<file path="src/rtl/alu_srcb_stage_pkg.sv">
// Shared definitions for the ALU operand-B select stage: source encodings,
// the PC increment constant and the elastic buffer occupancy states.
package alu_srcb_stage_pkg;

  // ALUSrcB encodings as seen by the control unit
  typedef enum logic [1:0] {
    SRCB_REG      = 2'd0,
    SRCB_FOUR     = 2'd1,
    SRCB_IMM      = 2'd2,
    SRCB_IMM_SHL2 = 2'd3
  } srcb_e;

  localparam int PC_INCR = 4;

  // Occupancy of the 2-entry elastic buffer
  typedef enum logic [1:0] {
    ST_EMPTY = 2'd0,
    ST_ONE   = 2'd1,
    ST_FULL  = 2'd2
  } skid_state_e;

  function automatic logic sel_out_of_range(input int sel_val, input int num_in);
    return sel_val >= num_in;
  endfunction

endpackage

</file>
<file path="src/rtl/alu_srcb_stage_skid.sv">
// Generic 2-entry elastic buffer with synchronous flush. in_ready and out_valid
// are registered so neither side sees a combinational path from the other.
//
// state    | meaning
// ST_EMPTY | no entry held, out_valid low, head keeps last value
// ST_ONE   | head holds the entry on out_payload
// ST_FULL  | head on output, skid holds the next entry, in_ready low
module skid_buffer_2
  import alu_srcb_stage_pkg::*;
#(
  parameter int WIDTH_PAYLOAD = 8
) (
  input  logic                     clk,
  input  logic                     reset,
  input  logic                     flush,
  input  logic                     in_valid,
  output logic                     in_ready,
  input  logic [WIDTH_PAYLOAD-1:0] in_payload,
  output logic                     out_valid,
  input  logic                     out_ready,
  output logic [WIDTH_PAYLOAD-1:0] out_payload
);

  skid_state_e              state_q;
  skid_state_e              state_nxt;
  logic [WIDTH_PAYLOAD-1:0] head_q;
  logic [WIDTH_PAYLOAD-1:0] skid_q;
  logic                     accept;
  logic                     pop;

  assign accept      = in_valid & in_ready;
  assign pop         = out_valid & out_ready;
  assign out_payload = head_q;

  always_comb begin
    state_nxt = state_q;
    if (flush) begin
      state_nxt = ST_EMPTY;
    end else begin
      case (state_q)
        ST_EMPTY: if (accept) state_nxt = ST_ONE;
        ST_ONE: begin
          if (accept && !pop)      state_nxt = ST_FULL;
          else if (!accept && pop) state_nxt = ST_EMPTY;
        end
        ST_FULL:  if (pop) state_nxt = ST_ONE;
        default:  state_nxt = ST_EMPTY;
      endcase
    end
  end

  always_ff @(posedge clk or posedge reset) begin
    if (reset) begin
      state_q   <= ST_EMPTY;
      head_q    <= '0;
      skid_q    <= '0;
      in_ready  <= 1'b0;
      out_valid <= 1'b0;
    end else begin
      state_q   <= state_nxt;
      in_ready  <= (state_nxt != ST_FULL);
      out_valid <= (state_nxt != ST_EMPTY);
      // data registers are left alone on flush; only occupancy is cleared
      if (!flush) begin
        case (state_q)
          ST_EMPTY: if (accept) head_q <= in_payload;
          ST_ONE: begin
            if (accept && pop) head_q <= in_payload;
            else if (accept)   skid_q <= in_payload;
          end
          ST_FULL:  if (pop) head_q <= skid_q;
          default: ;
        endcase
      end
    end
  end

endmodule

</file>
<file path="src/rtl/alu_srcb_stage.sv">
// Registered operand-B selector: picks a source or the PC increment constant
// and queues {sel_err, sel, data} through a 2-entry elastic buffer.
module alu_srcb_stage
  import alu_srcb_stage_pkg::*;
#(
  parameter int WIDTH     = 32,
  parameter int NUM_IN    = 4,
  parameter int SEL_W     = 2,
  parameter int CONST_IDX = int'(SRCB_FOUR),
  parameter int CONST_VAL = PC_INCR
) (
  input  logic                    clk,
  input  logic                    reset,
  input  logic                    flush,
  input  logic                    in_valid,
  output logic                    in_ready,
  input  logic [SEL_W-1:0]        sel,
  input  logic [NUM_IN*WIDTH-1:0] in_data,
  output logic                    out_valid,
  input  logic                    out_ready,
  output logic [WIDTH-1:0]        out_data,
  output logic [SEL_W-1:0]        out_sel,
  output logic                    sel_err
);

  localparam int PW = WIDTH + SEL_W + 1;

  logic [WIDTH-1:0] sel_data;
  logic             sel_bad;
  logic [PW-1:0]    payload_in;
  logic [PW-1:0]    payload_out;

  // constant index wins over its in_data slice; out-of-range selects give 0
  always_comb begin
    sel_data = '0;
    sel_bad  = 1'b0;
    if (int'(sel) == CONST_IDX) begin
      sel_data = WIDTH'(CONST_VAL);
    end else if (sel_out_of_range(int'(sel), NUM_IN)) begin
      sel_bad = 1'b1;
    end else begin
      for (int k = 0; k < NUM_IN; k++) begin
        if (int'(sel) == k) sel_data = in_data[k*WIDTH +: WIDTH];
      end
    end
  end

  assign payload_in = {sel_bad, sel, sel_data};

  skid_buffer_2 #(
    .WIDTH_PAYLOAD(PW)
  ) u_skid (
    .clk        (clk),
    .reset      (reset),
    .flush      (flush),
    .in_valid   (in_valid),
    .in_ready   (in_ready),
    .in_payload (payload_in),
    .out_valid  (out_valid),
    .out_ready  (out_ready),
    .out_payload(payload_out)
  );

  assign {sel_err, out_sel, out_data} = payload_out;

endmodule

</file>
<file path="config.mk">
export PLATFORM = sky130hd
export DESIGN_NAME = alu_srcb_stage
export DESIGN_NICKNAME = d
export VERILOG_FILES = /design/src/rtl/alu_srcb_stage_pkg.sv /design/src/rtl/alu_srcb_stage_skid.sv /design/src/rtl/alu_srcb_stage.sv
export SDC_FILE = /design/constraint.sdc
export NUM_CORES = 1
export LEC_CHECK = 0
export ABC_AREA = 1
export CAP_MARGIN = 10
export CORE_MARGIN = 5
export CORE_UTILIZATION = 45
export CTS_CLUSTER_DIAMETER = 80
export DETAILED_ROUTE_END_ITERATION = 7
export HOLD_SLACK_MARGIN = 0.12
export PLACE_DENSITY = 0.82
export SYNTH_ARGS = -nofsm -noshare
export SYNTH_HDL_FRONTEND = slang
export SYNTH_HIERARCHICAL = 1
export SYNTH_SLANG_ARGS = --single-unit
</file>
<file path="constraint.sdc">
create_clock -name clk -period 2.9 [get_ports clk]
set_input_delay 0.725 -clock clk [delete_from_list [all_inputs] [get_ports clk]]
set_output_delay 0.725 -clock clk [all_outputs]
set_load 0.02 [all_outputs]
</file>
=== After elaboration in Yosys (flattened, before gate mapping) ===
Cells that the tools add are included.

* Bits of input ports: 135
* Output and inout port bits: 37
* Word-level logic and storage cells: 43
* Register bits: 73

* Reductions and logical operators: 11
* Muxes and demuxes: 14
* Equal/unequal tests: 9
* Bitwise operators: 4

{| class="wikitable"
|+ Operators by type and width
! cell !! count
|-
| two-way mux 32 bit || 4
|-
| two-way mux 35 bit || 3
|-
| one-hot mux 35 bit (3 select lines) || 1
|-
| two-way mux 2 bit || 5
|-
| equality test 2 bit, second input constant || 3
|-
| inequality test 2 x 1 -> 1 bit, second input constant || 3
|-
| one-hot mux 2 bit (3 select lines) || 1
|-
| AND reduction 5 bit || 1
|-
| equality test 2 x 1 -> 1 bit, second input constant || 2
|-
| zero test 2 bit || 2
|-
| AND reduction 4 bit || 1
|-
| logical AND 1 bit || 3
|-
| nonzero test 3 bit || 1
|-
| bitwise AND 1 bit || 2
|-
| zero test 1 bit || 2
|-
| inequality test 2 bit, second input constant || 1
|-
| inverter 1 bit || 2
|-
| nonzero test 2 bit || 1
|}

=== Depth between registers and ports, before layout ===
* Depth after elaboration: 8
* Depth in mapped cells: 9
* Mapped depth without buffers: 7

=== By module ===
The synthesis kept the hierarchy.

{| class="wikitable"
|+ Modules (own cells, without submodules)
! module !! area an instance (um^2) !! seq. area each (um^2) !! cells each !! times used
|-
| skid_buffer_2 || 3550.9 || 1851.8 || 418 || 1
|-
| alu_srcb_stage || 1041.0 || 0.0 || 149 || 1
|}

=== Worst setup path before layout ===
Ideal clock, no wire load.

* Path type: input-to-reg
* From: input port in_valid
* To: register u_skid.head_q[0] (netlist: u_skid/out_payload[0])
* Required time: 2.783 ns
* Cell stages on the path: 6
* Arrival time: 1.491 ns
* Setup slack: 1.292 ns
* Path buffers: 1
* Setup time: 0.117 ns
* Path through: nand2_2 -> o21ai_4 -> nand3_4 -> buf_2 -> nand2_1 -> nand2_1

* Cells in the longest elaborated chain, start to end: 4
* Elaborated cells on any way between the ends: 5
* Those cells by class: eq/ne (2); bitwise (1); reduce/logical (2)

{| class="wikitable"
|+ RTL lines
! element !! RTL line !! text
|-
| start: declaration || alu_srcb_stage.sv:15 || <nowiki>input logic in_valid,</nowiki>
|-
| bitwise AND 1 bit * || alu_srcb_stage_skid.sv:31 || <nowiki>assign accept = in_valid & in_ready;</nowiki>
|-
| logical AND 1 bit || alu_srcb_stage_skid.sv:68 || <nowiki>if (accept && pop) head_q <= in_payload;</nowiki>
|-
| inequality test 2 x 1 -> 1 bit (no line) || -- ||
|-
| AND reduction 5 bit (no line) * || -- ||
|-
| end signal: assignment || alu_srcb_stage_skid.sv:66 || <nowiki>ST_EMPTY: if (accept) head_q <= in_payload;</nowiki>
|-
| end signal: assignment || alu_srcb_stage_skid.sv:68 ||
|-
| end signal: assignment || alu_srcb_stage_skid.sv:71 || <nowiki>ST_FULL: if (pop) head_q <= skid_q;</nowiki>
|-
| end: declaration || alu_srcb_stage_skid.sv:26 || <nowiki>logic [WIDTH_PAYLOAD-1:0] head_q;</nowiki>
|}

Every way passes the cells marked *; elsewhere a longest branch is shown, timed or not.
A chain may end at the register's enable or synchronous reset.

=== Worst setup path in the final report ===
* From: register u_skid.head_q[26] (netlist: u_skid/out_payload[26])
* To: output port out_data[26]

{| class="wikitable"
|+ RTL lines
! element !! RTL line !! text
|-
| end: declaration || alu_srcb_stage.sv:21 || <nowiki>output logic [WIDTH-1:0] out_data,</nowiki>
|}

No word-level cell between the ends.

==> results.toml <==
[sta]
hold_viol = 0
setup-tns-final_ns = 0
period_needed_ns = 2.100
finalClockSkew_ns = 0.006569
maxSlewHeadroom = 0.3136
period_share = 0.7241
fin_ws_ns = 0.8001
max_freq_mhz = 476.2
tightest_slew_ns = 1.026
rsz0062_at_grt = "no"
slew_viol_final = 0
setup_violations = 0

[logic_synthesis]
synth_area_leader_cell = "dfrtp_1"
ys_types = 25
syn_area_um2 = 4592
synth_top_area_frac = 0.4033
synth_seq_cells = 74
synth_area_leaders = "dfrtp_1 40%, nand2_1 13%, nand3_2 11%, nand3_1 10%, a21oi_2 5.1%"
syn_avg_cell_area_um2 = 8.099
synth-warning-count = 6
yosysSeqAreaShare = 0.4033
synth_cells = 567

[clocking]
htreeDepth = 3
cts.repair.resized = 0
numCtsBuffers = 9
clk_pin_slew_ns = 0.07
cts.sinks = 74
ctsHoldBuffers = 0
clockRootBuffer = "clkbuf_8"
cts_buffer_depth = 2
clk_latency_ns = 0.34
cts_tree = "yes"
cts_setup_buffers = 0

[place]
dp_slack_ns = 0.5374
dp.cells = 805
dp_hpwl_mm = 8.521
gp_congestion = 0.8360
io_buffers = 139

[grt]
grt_pass1_vias = 4276
grt_max_degree = 75
grtUsageTotal = 0.2020
antenna_found_initial = 0
overflow = 0
grt_pass1_wl_mm = 20.67

[routing]
drtPass1Iterations = 6
num_vias = 4244
postRouteAntennaNets = 0
via_per_inst = 5.169
routed_wl_mm = 12.22
drc = 0
post_drt_wl_per_cell_um = 14.88
drt_iter0_drc = 210

[final_layout]
final_common_cell = "nand2_1"
n_antenna_cell = 0
final_net_count = 818
ff_latch_area_um2 = 1852
drive_gt1_frac = 0.1715
area.growth.synth_to_final_pct = 33.38
instances_no_fill = 821
layout_common_cells = "154 x nand2_1, 137 x clkdlybuf4s50_1, 93 x nand3_1"
final_core_util = 0.6209
nFillCells = 862
multi_input_area_um2 = 2222

[critical_path]
crit_cells = 1
cp_max_fo = 2
worstSetupEndpointType = "output port"
crit_slowest_cell = "clkdlybuf4s50_1"
critPathMaxStageDelay_ns = 0.63
required_ns = 2.17
start_kind = "flop"
r2r_cells = 4
worst-path-buf-inv = 1
path_delay_family = "buffers and inverters"
arrival_ns = 1.37
crit_chain = "clkdlybuf4s50_1"
worstSetupPathType = "flop to output port"

[pwr]
powerDensity_nw_per_um2 = 732.2
p_total_uw = 4484
ir_drop_uv = 407.3
p_leak_uw = 0.002946

[floorplan]
coreArea_um2 = 9864
num_rows = 36
die_y_um = 111.0
start_util = 0.4655
io_pins = 172
die-area_um2 = 12320
die_w_um = 111.0

[hold_path]
hold-path-cell-count = 2
hold_class = "flop to flop"

[outcome]
outcome = "finished clean"

[job]
maxCapViolations = 0
-- layout make-up --
type,count,share of cell area
clock buffer,12,0.02533
clock inverter,4,0.01593
inverter,44,0.02737
multi-input combinational,409,0.3628
sequential,74,0.3024
tap,133,0.02717
timing repair buffer,145,0.2390
-- worst paths after layout --
check,startpoint,end,slack [ns]
min reg2reg,u_skid/out_payload[18]$_DFFE_PP0P_,u_skid/out_payload[18]$_DFFE_PP0P_,0.48
max,u_skid/out_payload[26]$_DFFE_PP0P_,out_data[26],0.80
min in group asynchronous,reset,u_skid/out_payload[13]$_DFFE_PP0P_,0.78
min,u_skid/out_payload[18]$_DFFE_PP0P_,u_skid/out_payload[18]$_DFFE_PP0P_,0.48
max in group asynchronous,reset,u_skid/out_payload[29]$_DFFE_PP0P_,1.81
max reg2reg,u_skid/state_q[1]$_DFF_PP0_,u_skid/out_payload[26]$_DFFE_PP0P_,0.93
-- flip-flops by register name, summed over array words and instances (netlist names) --
signal / cells
u_skid/in_ready: 1
u_skid/out_payload: 35
u_skid/out_valid: 1
u_skid/skid_q: 35
u_skid/state_q: 2
-- worst min-delay path: stages (launching register included) --
cell and delay [ns]:
dfrtp_1 0.35, nand2_1 0.06, nand2_1 0.05
-- power by group --
| group | switching [uW] | total, uW | internal [uW] | leakage (uW) |
|---|---|---|---|---|
| Sequential | 210 | 1690 | 1480 | 0.000890 |
| Combinational | 1010 | 1800 | 799 | 0.00193 |
| Clock | 376 | 995 | 619 | 0.000123 |
| Total | 1590 | 4480 | 2890 | 0.00295 |
-- synth_stat cells, drive strengths merged --
cell type / instances
nand2: 160
nand3: 143
dfrtp: 74
inv: 44
buf: 36
nor2: 36
o21ai: 35
a21oi: 33
clkbuf: 5
conb: 1
-- cells by family (layout without fill, tap and decap cells) --
| group | count (synthesis) | count (layout) | synth area share |
|---|---|---|---|
| and+or+nand+nor | 339 | 339 | 0.3828 |
| DFF | 74 | 74 | 0.4033 |
| AOI/OAI and AO/OA | 68 | 68 | 0.09946 |
| buffers and inverters | 85 | 205 | 0.1136 |
| other | 1 | 2 | 0.0008167 |
-- stage by stage --
stage | cell area [um2] | hold slack, ns
6_report | 6125 | 0.4756
3_5_place_dp | 5872 | 0.4593
3_3_place_gp | 5872 | 0.4546
5_1_grt | 6125 | 0.4921
2_1_floorplan | 4596 | 0.4425
4_1_cts | 6125 | 0.4773
-- metal layers --
metal | wire length, um | track usage
met2 | 6221 | 0.3556
met5 | 0 | 0
met4 | 295 | 0.07299
met1 | 4979 | 0.2421
met3 | 724 | 0.04476
Power figures use the tool's default switching activity.
